**config.mk**
```make
export PLATFORM = sky130hd
export DESIGN_NAME = alu_pipe_flat
export DESIGN_NICKNAME = d
export VERILOG_FILES = /design/src/rtl/alu_pipe_if.sv /design/src/rtl/alu_pipe.sv /design/src/flat_wrapper.sv
export SDC_FILE = /design/constraint.sdc
export NUM_CORES = 1
export LEC_CHECK = 0
export BUFFER_PORTS_ARGS = -buffer_cell sky130_fd_sc_hd__buf_4
export CAP_MARGIN = 20
export CORE_MARGIN = 2
export CORE_UTILIZATION = 68
export DETAILED_ROUTE_END_ITERATION = 12
export PLACE_DENSITY = 0.91
export SLEW_MARGIN = 20
export SYNTH_ARGS = -nofsm -noshare
export SYNTH_HDL_FRONTEND = slang
export SYNTH_SLANG_ARGS = --single-unit
```
**constraint.sdc**
```tcl
create_clock -name clk -period 5.6 [get_ports clk]
set_clock_uncertainty 0.1 [all_clocks]
set_input_delay 0 -clock clk [delete_from_list [all_inputs] [get_ports clk]]
set_output_delay 0 -clock clk [all_outputs]
set_load 0.05 [all_outputs]
```
**src/rtl/alu_pipe_if.sv**
```systemverilog
// Handshake and data bundle for alu_pipe: operation in, result plus flags out.
// The driver side uses the master modport, the ALU uses slave.
interface alu_pipe_if #(
   parameter int WIDTH = 8
);
   logic             in_valid;
   logic             in_ready;
   logic [WIDTH-1:0] A;
   logic [WIDTH-1:0] B;
   logic [3:0]       ALU_Sel;
   logic             out_valid;
   logic             out_ready;
   logic [WIDTH-1:0] Result;
   logic             Zero;
   logic             Carry;
   logic             Overflow;
   logic             Negative;

   modport master (
      output in_valid, A, B, ALU_Sel, out_ready,
      input  in_ready, out_valid, Result, Zero, Carry, Overflow, Negative
   );

   modport slave (
      input  in_valid, A, B, ALU_Sel, out_ready,
      output in_ready, out_valid, Result, Zero, Carry, Overflow, Negative
   );
endinterface

```
**src/rtl/alu_pipe.sv**
```systemverilog
// Pipelined ALU: one op per cycle over valid/ready, NUM_STAGES result registers
// with back-pressure, and a carry register chained across add/sub ops.
module alu_pipe #(
   parameter int WIDTH      = 8,
   parameter int NUM_STAGES = 2
) (
   input  logic       clk,
   input  logic       reset,
   alu_pipe_if.slave  bus
);
   localparam int MSB = WIDTH - 1;

   typedef struct packed {
      logic [WIDTH-1:0] result;
      logic             zero;
      logic             carry;
      logic             overflow;
      logic             negative;
   } stage_t;

   logic                  carry_q;
   logic [NUM_STAGES-1:0] vld_q;
   stage_t                dat_q [NUM_STAGES];
   logic [NUM_STAGES-1:0] rdy;
   logic                  accept;

   logic [WIDTH-1:0]   alu_res;
   logic               alu_c;
   logic               alu_v;
   logic [WIDTH:0]     sum_ext;
   logic [2*WIDTH-1:0] prod;
   logic               carry_upd;
   logic               carry_clr;
   stage_t             alu_out;

   always_comb begin
      alu_res = '0;
      alu_c   = 1'b0;
      alu_v   = 1'b0;
      sum_ext = '0;
      prod    = {{WIDTH{1'b0}}, bus.A} * {{WIDTH{1'b0}}, bus.B};
      case (bus.ALU_Sel)
         4'd0: begin
            sum_ext = {1'b0, bus.A} + {1'b0, bus.B};
            alu_res = sum_ext[MSB:0];
            alu_c   = sum_ext[WIDTH];
            alu_v   = (bus.A[MSB] == bus.B[MSB]) && (alu_res[MSB] != bus.A[MSB]);
         end
         4'd1: begin
            // bit WIDTH of the extended difference is the borrow
            sum_ext = {1'b0, bus.A} - {1'b0, bus.B};
            alu_res = sum_ext[MSB:0];
            alu_c   = sum_ext[WIDTH];
            alu_v   = (bus.A[MSB] != bus.B[MSB]) && (alu_res[MSB] != bus.A[MSB]);
         end
         4'd2: begin
            sum_ext = {1'b0, bus.A} + {1'b0, bus.B} + {{WIDTH{1'b0}}, carry_q};
            alu_res = sum_ext[MSB:0];
            alu_c   = sum_ext[WIDTH];
            alu_v   = (bus.A[MSB] == bus.B[MSB]) && (alu_res[MSB] != bus.A[MSB]);
         end
         4'd3: begin
            sum_ext = {1'b0, bus.A} - {1'b0, bus.B} - {{WIDTH{1'b0}}, carry_q};
            alu_res = sum_ext[MSB:0];
            alu_c   = sum_ext[WIDTH];
            alu_v   = (bus.A[MSB] != bus.B[MSB]) && (alu_res[MSB] != bus.A[MSB]);
         end
         4'd4: alu_res = bus.A & bus.B;
         4'd5: alu_res = bus.A | bus.B;
         4'd6: alu_res = bus.A ^ bus.B;
         4'd7: alu_res = ~bus.A;
         4'd8: begin
            alu_res = {bus.A[MSB-1:0], 1'b0};
            alu_c   = bus.A[MSB];
         end
         4'd9: begin
            alu_res = {1'b0, bus.A[MSB:1]};
            alu_c   = bus.A[0];
         end
         4'd10: begin
            alu_res = {bus.A[MSB-1:0], bus.A[MSB]};
            alu_c   = bus.A[MSB];
         end
         4'd11: begin
            alu_res = {bus.A[0], bus.A[MSB:1]};
            alu_c   = bus.A[0];
         end
         4'd12: begin
            alu_res = prod[MSB:0];
            alu_c   = |prod[2*WIDTH-1:WIDTH];
         end
         4'd13: alu_res = bus.B;
         4'd14: alu_res = {{(WIDTH-1){1'b0}}, ($signed(bus.A) < $signed(bus.B))};
         4'd15: alu_res = '0;
         default: alu_res = '0;
      endcase
   end

   always_comb begin
      alu_out.result   = alu_res;
      alu_out.zero     = (alu_res == '0);
      alu_out.carry    = alu_c;
      alu_out.overflow = alu_v;
      alu_out.negative = alu_res[MSB];
   end

   assign carry_upd = (bus.ALU_Sel <= 4'd3) ||
                      ((bus.ALU_Sel >= 4'd8) && (bus.ALU_Sel <= 4'd12));
   assign carry_clr = (bus.ALU_Sel == 4'd15);

   // A stage can take new contents if it is empty or its occupant moves on.
   always_comb begin
      rdy = '0;
      rdy[NUM_STAGES-1] = ~vld_q[NUM_STAGES-1] | bus.out_ready;
      for (int k = NUM_STAGES - 2; k >= 0; k--) begin
         rdy[k] = ~vld_q[k] | rdy[k+1];
      end
   end

   assign bus.in_ready = reset & rdy[0];
   assign accept       = bus.in_valid & bus.in_ready;

   always_ff @(posedge clk or negedge reset) begin
      if (!reset) begin
         vld_q   <= '0;
         carry_q <= 1'b0;
         for (int k = 0; k < NUM_STAGES; k++) begin
            dat_q[k] <= '0;
         end
      end else begin
         if (accept) begin
            if (carry_upd) begin
               carry_q <= alu_c;
            end else if (carry_clr) begin
               carry_q <= 1'b0;
            end
         end
         if (rdy[0]) begin
            vld_q[0] <= accept;
            if (accept) begin
               dat_q[0] <= alu_out;
            end
         end
         for (int k = 1; k < NUM_STAGES; k++) begin
            if (rdy[k]) begin
               vld_q[k] <= vld_q[k-1];
               if (vld_q[k-1]) begin
                  dat_q[k] <= dat_q[k-1];
               end
            end
         end
      end
   end

   assign bus.out_valid = vld_q[NUM_STAGES-1];
   assign bus.Result    = dat_q[NUM_STAGES-1].result;
   assign bus.Zero      = dat_q[NUM_STAGES-1].zero;
   assign bus.Carry     = dat_q[NUM_STAGES-1].carry;
   assign bus.Overflow  = dat_q[NUM_STAGES-1].overflow;
   assign bus.Negative  = dat_q[NUM_STAGES-1].negative;
endmodule

```
**src/flat_wrapper.sv**
```systemverilog
// flat-port wrapper written by rule: the top's interface ports become plain ports
module alu_pipe_flat 
#(
   parameter int WIDTH      = 8,
   parameter int NUM_STAGES = 2
)
  (clk, reset, bus_in_valid, bus_A, bus_B, bus_ALU_Sel, bus_out_ready, bus_in_ready, bus_out_valid, bus_Result, bus_Zero, bus_Carry, bus_Overflow, bus_Negative);
  alu_pipe_if #(.WIDTH(WIDTH)) bus_i ();
  input  logic clk;
  input  logic reset;
  input wire logic [$bits(bus_i.in_valid)-1:0] bus_in_valid;
  input wire logic [$bits(bus_i.A)-1:0] bus_A;
  input wire logic [$bits(bus_i.B)-1:0] bus_B;
  input wire logic [$bits(bus_i.ALU_Sel)-1:0] bus_ALU_Sel;
  input wire logic [$bits(bus_i.out_ready)-1:0] bus_out_ready;
  output wire logic [$bits(bus_i.in_ready)-1:0] bus_in_ready;
  output wire logic [$bits(bus_i.out_valid)-1:0] bus_out_valid;
  output wire logic [$bits(bus_i.Result)-1:0] bus_Result;
  output wire logic [$bits(bus_i.Zero)-1:0] bus_Zero;
  output wire logic [$bits(bus_i.Carry)-1:0] bus_Carry;
  output wire logic [$bits(bus_i.Overflow)-1:0] bus_Overflow;
  output wire logic [$bits(bus_i.Negative)-1:0] bus_Negative;
  assign bus_i.in_valid = bus_in_valid;
  assign bus_i.A = bus_A;
  assign bus_i.B = bus_B;
  assign bus_i.ALU_Sel = bus_ALU_Sel;
  assign bus_i.out_ready = bus_out_ready;
  assign bus_in_ready = bus_i.in_ready;
  assign bus_out_valid = bus_i.out_valid;
  assign bus_Result = bus_i.Result;
  assign bus_Zero = bus_i.Zero;
  assign bus_Carry = bus_i.Carry;
  assign bus_Overflow = bus_i.Overflow;
  assign bus_Negative = bus_i.Negative;
  alu_pipe #(.WIDTH(WIDTH), .NUM_STAGES(NUM_STAGES)) u_core (.clk(clk), .reset(reset), .bus(bus_i));
endmodule
```
Yosys cells after proc, flatten, opt, wreduce, memory -nomap -nowiden:

Index checks and enable logic that the tools add are counted.

* output and inout port bits: 14
* input port bits: 24
* word-level logic and storage cells: 73
* register bits: 27

* multiplexer cells: 5
* add/sub/neg operators: 4
* multipliers: 1
* bitwise logic cells: 10
* reductions and logical operators: 15
* eq/ne operators: 21
* $lt $le $gt $ge: 4

Operators by type and width (number)
* $pmux W8 S16: 1
* $eq A4 B4 Y1 const B: 8
* $eq A4 B3 Y1 const B: 4
* $mul A8 B8 Y16: 1
* $add A8 B8 Y9: 1
* $add A9 B1 Y9: 1
* $sub A8 B8 Y9: 1
* $sub A9 B1 Y9: 1
* $and A8 B8 Y8: 1
* $eq A4 B2 Y1 const B: 2
* $logic_not A8 Y1: 1
* $lt A8 B8 Y1: 1
* $not A8 Y8: 1
* $or A8 B8 Y8: 1
* $reduce_or A8 Y1: 1
* $xor A8 B8 Y8: 1
* $pmux W1 S7: 1
* $reduce_and A2 Y1: 3
* $logic_and A1 B1 Y1: 5
* $ne A1 B1 Y1: 5
* $eq A4 B1 Y1 const B: 1
* $ge A4 B4 Y1 const B: 1
* $le A4 B2 Y1 const B: 1
* $le A4 B4 Y1 const B: 1
* other kinds (10): 15

Depth between registers and ports, before layout:

Gate-level depths: netlist of the first run.

* word-level depth: 6
* mapped depth: 19
* depth with buffers taken out: 19

Least setup slack after synthesis of the first run:

OpenSTA, ideal clock, no wires.

* path kind: in2reg
* start: in bus_A[2]
* end: reg u_core.carry_q
* arrival time: 4.331 ns
* library setup time: 0.134 ns
* cell stages on the path: 16
* buffers on the path: 1
* required time: 5.366 ns
* setup slack: 1.034 ns
* cell sequence: clkbuf_1 > nand2_1 > fa_1 > fa_1 > fa_1 > fa_1 > inv_1 > ha_1 > nand2_1 > or3_1 > a21oi_1 > mux2_1 > nor3_1 > a21oi_1 > a2111oi_2 > o31ai_1

* longest elaborated chain between the ends: 4
* elaborated cells on any way between the ends: 8
* classes of those cells: add/sub: 4; mul: 1; mux: 2; reduce/logical: 1

RTL lines
* start: declaration: line flat_wrapper.sv:12 `input wire logic [$bits(bus_i.A)-1:0] bus_A;`
* $mul A8 B8 Y16 (tied with other cells): line alu_pipe.sv:41 `prod = {{WIDTH{1'b0}}, bus.A} * {{WIDTH{1'b0}}, bus.B};`
* $reduce_or A8 Y1 (tied with other cells): line alu_pipe.sv:90 `alu_c = |prod[2*WIDTH-1:WIDTH];`
* $pmux W1 S7 *: line alu_pipe.sv:42 `case (bus.ALU_Sel)`
* $mux W1 *: line alu_pipe.sv:132 `if (carry_upd) begin`
* end signal: assignment: line alu_pipe.sv:133 `carry_q <= alu_c;`
* end: declaration: line alu_pipe.sv:21 `logic carry_q;`

Mark *: on every way between the ends. The rest lies on a longest branch, timed or not.
A chain may end at the register's enable or synchronous reset.

Worst setup path after layout of the first run:

* start: in bus_B[4]
* end: reg u_core.carry_q

* longest elaborated chain between the ends: 4
* elaborated cells on any way between the ends: 8
* classes of those cells: add/sub: 4; mul: 1; mux: 2; reduce/logical: 1

RTL lines
* start: declaration: line flat_wrapper.sv:13 `input wire logic [$bits(bus_i.B)-1:0] bus_B;`
* $mul A8 B8 Y16 (tied with other cells): line alu_pipe.sv:41
* $reduce_or A8 Y1 (tied with other cells): line alu_pipe.sv:90
* $pmux W1 S7 *: line alu_pipe.sv:42
* $mux W1 *: line alu_pipe.sv:132

Marks and branches as above.

==> impl_metrics.json, run 1 <==
{
  "num-nets-final": 792,
  "syn-cell-area_sq_mm": 0.005241,
  "synth_compound_area_share_pct": 18.24,
  "rows": 32,
  "cts_tree": "yes",
  "gp_routability_congestion": 0.9624,
  "grt_pass1_wl_um": 25120,
  "dp_hpwl_um": 12050,
  "synth-xor-area-share_pct": 4.942,
  "cts_made_buffers": 3,
  "clk_latency_ps": 280,
  "power_leakage_nw": 2.768,
  "final_cell_mix": "inv_1, nand2_1, ha_1",
  "wirelength_um": 15220,
  "grt_max_degree": 39,
  "power_density_mw_per_mm2": 266.8,
  "muxShareOfSynthArea_pct": 5.634,
  "die_w_um": 91.80,
  "timing.rr.start": "u_core.carry_q",
  "r2r-end": "u_core.dat_q[15]",
  "comb_power_share_pct": 74.9,
  "antenna_left": 0,
  "cts_root_buf": "clkbuf_8",
  "ys_ff_latch": 25,
  "antenna_cells": 0,
  "holdCritPathClass": "in2async",
  "p_int_mw": 0.7044,
  "coreArea_sq_mm": 0.007607,
  "io_buffer_count": 37,
  "arrival_ps": 4760,
  "cts_setup_buffers": 0,
  "yosys.cell_types.count": 77,
  "fin_crit_ps": 4719,
  "ys_warn_count": 0,
  "synth_edf_count": 0,
  "syn-num-nets": 778,
  "area_delta_synth_final_pct": 5.777,
  "hold_viol": 0,
  "start_util_pct": 68.90,
  "cp_max_fo": 8,
  "ys_seq_area_share_pct": 11.94,
  "drc": 0,
  "synthCells": 652,
  "yosys.area_share.simple_pct": 19.89,
  "setup_tns_ps": 0,
  "setup_viol": 0,
  "synth_top_family_by_area": "adder cells",
  "grt_pass1_vias": 5050,
  "max_slew.worst_pin.slew_ps": 682.3,
  "dr.pass1.iters": 6,
  "synthArstFlopShare_pct": 100.0,
  "reg2reg_depth": 10,
  "vias": 4984,
  "grt-ovfl-total": 0,
  "htree_levels": 1,
  "power.switching_mw": 0.7748,
  "final_util_pct": 72.88,
  "crit_start": "bus_B[4]",
  "vdd_drop_max_mv": 0.2139,
  "synth_area_per_cell_sq_um": 8.039,
  "antenna_found_initial": 0,
  "slew_headroom_pct": 54.41,
  "drive_gt1_share_pct": 11.28,
  "clkPwrFrac_pct": 7.7,
  "nFillCells": 612,
  "ctsLongestPathBuffers": 2,
  "p_sw_share_pct": 52.38,
  "path_class": "in2reg",
  "rrSetupSlack_ps": 2930,
  "cp.required_ps": 5650,
  "cts_resized": 0,
  "drv_cap": 0,
  "dieHeight_um": 91.80,
  "clkTransAtPathRegs_ps": 90,
  "worstSetupStartpointType": "input pin",
  "power_mw": 1.479,
  "wire_per_inst_um": 19.84,
  "die_area_sq_mm": 0.008426,
  "ys.flop_type": "dfrtp_1",
  "fin_cells": 767,
  "critPathCapture": "u_core.carry_q",
  "p_seq_share_pct": 17.4,
  "initialDrtViolationCount": 407,
  "layout_commonest_cell": "inv_1",
  "ios": 38,
  "clkSinkCount": 25,
  "rsz0062_at_grt": "no",
  "fmax_mhz": 211.9,
  "cp-end-kind": "register",
  "placed_cells": 761,
  "status": "finished, final reports clean",
  "synth_adder_area_share_pct": 29.79,
  "final_max_slew_viol_count": 0,
  "vias_per_cell": 6.498,
  "grt_usage_pct": 37.68,
  "hold_buffers": 2,
  "fin_crit_sh_pct": 84.26
}
## power by group through the flow
stage | clock (mW) | sequential, mW | combinational, mW
floorplan | 0 | 0.275 | 0.818
global placement | 0 | 0.254 | 1.04
detailed placement | 0 | 0.260 | 1.08
CTS | 0.112 | 0.256 | 1.09
global route | 0.119 | 0.262 | 1.22
finish | 0.114 | 0.257 | 1.11
## sequential cells by signal, indices dropped and copies added (netlist names)
name and flops:
u_core.bus.Zero 1, u_core.bus.Overflow 1, u_core.carry_q 1, u_core.dat_q 11, u_core.bus.Carry 1, u_core.vld_q 2
u_core.bus.Result 7, u_core.bus.Negative 1
## layout make-up
| class | count | area, sq um | share of cell area (%) |
|---|---|---|---|
| inverter | 88 | 330.3 | 5.958 |
| clock inverter | 1 | 7.507 | 0.1354 |
| sequential | 25 | 625.6 | 11.28 |
| tap | 102 | 127.6 | 2.302 |
| multi-input combinational | 509 | 4114 | 74.20 |
| clock buffer | 3 | 41.29 | 0.7448 |
| timing repair buffer | 39 | 297.8 | 5.371 |
## critical path, cell delays in order
cell	delay, ps
buf_4	140
ha_1	280
fa_1	560
inv_1	60
fa_1	460
fa_1	520
fa_1	550
inv_1	40
ha_1	370
nand2_1	90
or3_1	410
a21oi_1	200
mux2_1	360
nor3_1	180
a21oi_1	110
a2111oi_2	300
o31ai_1	120
## through the flow
stage | setup WS, ps | cell area (sq um) | hold slack (ps)
floorplan | 1034 | 5241 | -395.6
CTS | 960.0 | 5544 | 62.41
finish | 881.2 | 5544 | 47.46
global placement | 741.9 | 5475 | -189.6
global route | 658.1 | 5544 | 74.90
detailed placement | 686.0 | 5475 | -176.8
## metal layers
metal	routed length, um	GRT usage [%]
met1	5817	45.95
met2	7266	62.81
met3	1318	8.874
met5	0	0
met4	815	18.16
## logic make-up (layout without fill, tap and decap cells)
family	after synthesis	count (layout)
adder cells (fa/ha/maj)	102	102
flip-flops	25	25
XOR/XNOR	27	27
AND/OR/NAND/NOR	216	216
buffers and inverters	118	131
AO/OA/AOI/OAI	138	138
multiplexers	26	26
## synthesized netlist by cell type, drive strengths merged (3+ instances only)
library cell,count,area (sq um)
o22ai,6,37.54
mux2,18,202.7
a211o,4,35.03
o31ai,4,35.03
nand3,19,95.09
nor3,10,55.05
nand3b,6,57.56
and2,7,43.80
a21o,11,82.58
and3,6,37.54
nor3b,3,22.52
nor2,64,247.7
nor2b,9,56.30
o211ai,3,27.52
a311oi,3,26.28
a211oi,3,27.52
nand4,4,25.02
xnor2,15,153.9
dfrtp,25,625.6
a22o,4,35.03
fa,38,760.7
o21ai,27,135.1
a2111oi,3,38.79
a21oi,29,145.1
o21a,3,22.52
a32oi,5,43.79
clkinv,3,11.26
a31oi,12,81.33
buf,24,148.9
ha,64,800.8
mux2i,7,70.07
xor2,12,105.1
clkbuf,6,22.52
nand2,67,251.5
inv,85,319.1
nand2b,11,76.32
or3,3,18.77
## worst min path at each step
stage               start                   end  slack [ps]  cells past startpoint
global route        reset       u_core.vld_q[1]          70                      2
finish              reset  u_core.bus.Result[1]          50                      2
floorplan           reset      u_core.bus.Carry        -400                      0
detailed placement  reset       u_core.vld_q[1]        -180                      1
global placement    reset  u_core.bus.Result[0]        -190                      1
CTS                 reset   u_core.bus.Overflow          60                      2
(Power assumes the default switching activity.)
==> run 2, diff against run 1 <==
--- a/config.mk
+++ b/config.mk
@@ -8,9 +8,9 @@
 export BUFFER_PORTS_ARGS = -buffer_cell sky130_fd_sc_hd__buf_4
 export CAP_MARGIN = 20
 export CORE_MARGIN = 2
-export CORE_UTILIZATION = 68
+export CORE_UTILIZATION = 63
 export DETAILED_ROUTE_END_ITERATION = 12
-export PLACE_DENSITY = 0.91
+export PLACE_DENSITY = 0.86
 export SLEW_MARGIN = 20
 export SYNTH_ARGS = -nofsm -noshare
 export SYNTH_HDL_FRONTEND = slang
==> constraint.sdc (replaced) <==
create_clock -name clk -period 4.5 [get_ports clk]
set_clock_uncertainty 0.1 [all_clocks]
set_input_delay 0 -clock clk [delete_from_list [all_inputs] [get_ports clk]]
set_output_delay 0 -clock clk [all_outputs]
set_load 0.05 [all_outputs]
==> impl_metrics.json, run 2 (synthesized netlist as in run 1, its figures left out) <==
{
  "status": "finished, final reports clean",
  "dieHeight_um": 95.21,
  "drv_cap": 0,
  "worst_hold_slack_ps": 74.95,
  "regArea_sq_um": 625.6,
  "crit_chain": "buf_4, buf_4, nand2_1, fa_1, fa_1, fa_1, inv_1, fa_1, ha_1, buf_4, a21oi_2, nand3b_1, o21ai_1, a31oi_2, buf_4, buf_4, xor2_1, nor3_4, a21oi_2, a2111oi_4, o31ai_2",
  "rows": 33,
  "fin_cells": 834,
  "regMostFlops": "u_core.dat_q",
  "setup_viol": 0,
  "worstSetupStartpointType": "input pin",
  "area_delta_synth_final_pct": 18.07,
  "drc": 0,
  "critPathSlowestCell": "fa_1",
  "grt-ovfl-total": 0,
  "max_slew.worst_pin.slew_ps": 716.9,
  "clk_latency_ps": 260,
  "critPathMaxStageDelay_ps": 520,
  "largest_register_ff_count": 11,
  "cts_root_buf": "clkbuf_8",
  "num-nets-final": 856,
  "wirelength_um": 15660,
  "die_area_sq_mm": 0.009065,
  "io_buffer_count": 37,
  "crit_top_cell": "buf_4",
  "timing.critical_path.buf_inv": 6,
  "cp_max_fo": 6,
  "slew_headroom_pct": 52.09,
  "fin_crit_ps": 4371,
  "grt_pass1_wl_um": 25110,
  "coreArea_sq_mm": 0.008134,
  "antenna_cells": 0,
  "power_leakage_nw": 3.082,
  "hold_viol": 0,
  "die_w_um": 95.21,
  "wire_per_inst_um": 18.78,
  "post-place-ws_ps": -255.0,
  "path_class": "in2reg",
  "grt_max_degree": 39,
  "ios": 38,
  "cts_tree": "yes",
  "clkSinkCount": 25,
  "antenna_left": 0,
  "layout_commonest_cell": "buf_4",
  "fmax_mhz": 228.8,
  "initialDrtViolationCount": 492,
  "arrival_ps": 4390,
  "start_util_pct": 64.44,
  "ctsLongestPathBuffers": 2,
  "power_density_mw_per_mm2": 354.4,
  "placed_cells": 826,
  "multi_input_area_sq_mm": 0.004278,
  "gp_routability_congestion": 0.9665,
  "antenna_found_initial": 0,
  "fin_ws_ps": 129.3,
  "vias_per_cell": 6.218,
  "drive_gt1_share_pct": 23.05,
  "cts_made_buffers": 3,
  "crit_family": "adder cells",
  "final_max_slew_viol_count": 0,
  "vdd_drop_max_mv": 0.4278,
  "dr.pass1.iters": 5,
  "nFillCells": 613,
  "cp.required_ps": 4520,
  "dp_hpwl_um": 12520,
  "holdCritPathClass": "in2async",
  "cp-end-kind": "register",
  "htree_levels": 1,
  "vias": 5186,
  "grt_pass1_vias": 5225,
  "grt_usage_pct": 35.28,
  "clkTransAtPathRegs_ps": 80,
  "fin_crit_sh_pct": 97.13,
  "final_cell_mix": "buf_4, inv_1, nand2_1"
}
==> run 2: changes by cell type in the layout (fill, tap and decap cells not counted), moves of 2 or more <==
cell	previous run	this run
a21oi_1	29	24
a21oi_2	0	4
buf_4	37	101
fa_1	38	34
fa_2	0	4
ha_1	64	58
ha_2	0	2
ha_4	0	4
inv_1	83	79
inv_2	2	6
==> run 2: per-stage QoR <==
step	power (mW)	util, %	area (sq um)	setup TNS [ps]
after global routing	2.366	76.08	6188	-123.8
after global placement	1.794	73.23	5957	-349.1
final	2.193	76.08	6188	0
after floorplan	1.380	-	5255	0
after CTS	1.980	74.03	6022	0
after detailed placement	1.847	73.23	5957	-475.0
==> run 2: layer usage <==
layer | track usage, % | routed length (um)
met5 | 0 | 0
met4 | 13.41 | 632
met3 | 4.032 | 1188
met2 | 61.62 | 7680
met1 | 44.64 | 6160
==> run 2: path summary, 6_finish.rpt <==
path	startpoint	endpoint	slack (ps)	depth (start not counted)
hold reg to reg	u_core.dat_q[22]	u_core.dat_q[22]	390	2
max in group asynchronous	reset	u_core.dat_q[19]	3990	2
hold / removal	reset	u_core.dat_q[22]	70	2
setup / recovery	bus_B[2]	u_core.carry_q	130	21
setup reg to reg	u_core.carry_q	u_core.dat_q[15]	1760	11
min in group clk	bus_ALU_Sel[0]	u_core.dat_q[13]	220	3
==> run 2: layout make-up <==
cell class	count	area share [%]
Tap cell	105	2.123
Multi-Input combinational cell	509	69.13
Timing Repair Buffer	103	12.58
Clock buffer	4	0.7279
Inverter	88	5.338
Sequential cell	25	10.11
==> run 2: worst register-to-register path, cell delays in order, from the launching register on <==
cell and delay (ps):
dfrtp_1 460, ha_1 310, mux2_2 260, nand2_1 70
a21oi_1 70, a311oi_1 290, o21ai_0 170, o22ai_1 230
nand3_1 120, nor4b_1 290, buf_4 170, a32o_1 160
==> run 2: timing repair <==
item / in CTS / in global routing
hold endpoints to repair: 27 / 0
gates resized for setup: 0 / 36
setup endpoints to repair: 0 / 2
hold buffers: 2 / 0
setup buffers: 0 / 2
==> run 2: where the power goes <==
part	total, mW	switching, mW	internal [mW]	leakage [nW]
Sequential	0.318	0.0352	0.282	0.322
Clock	0.126	0.0634	0.0631	0.0228
Combinational	1.75	0.977	0.772	2.74
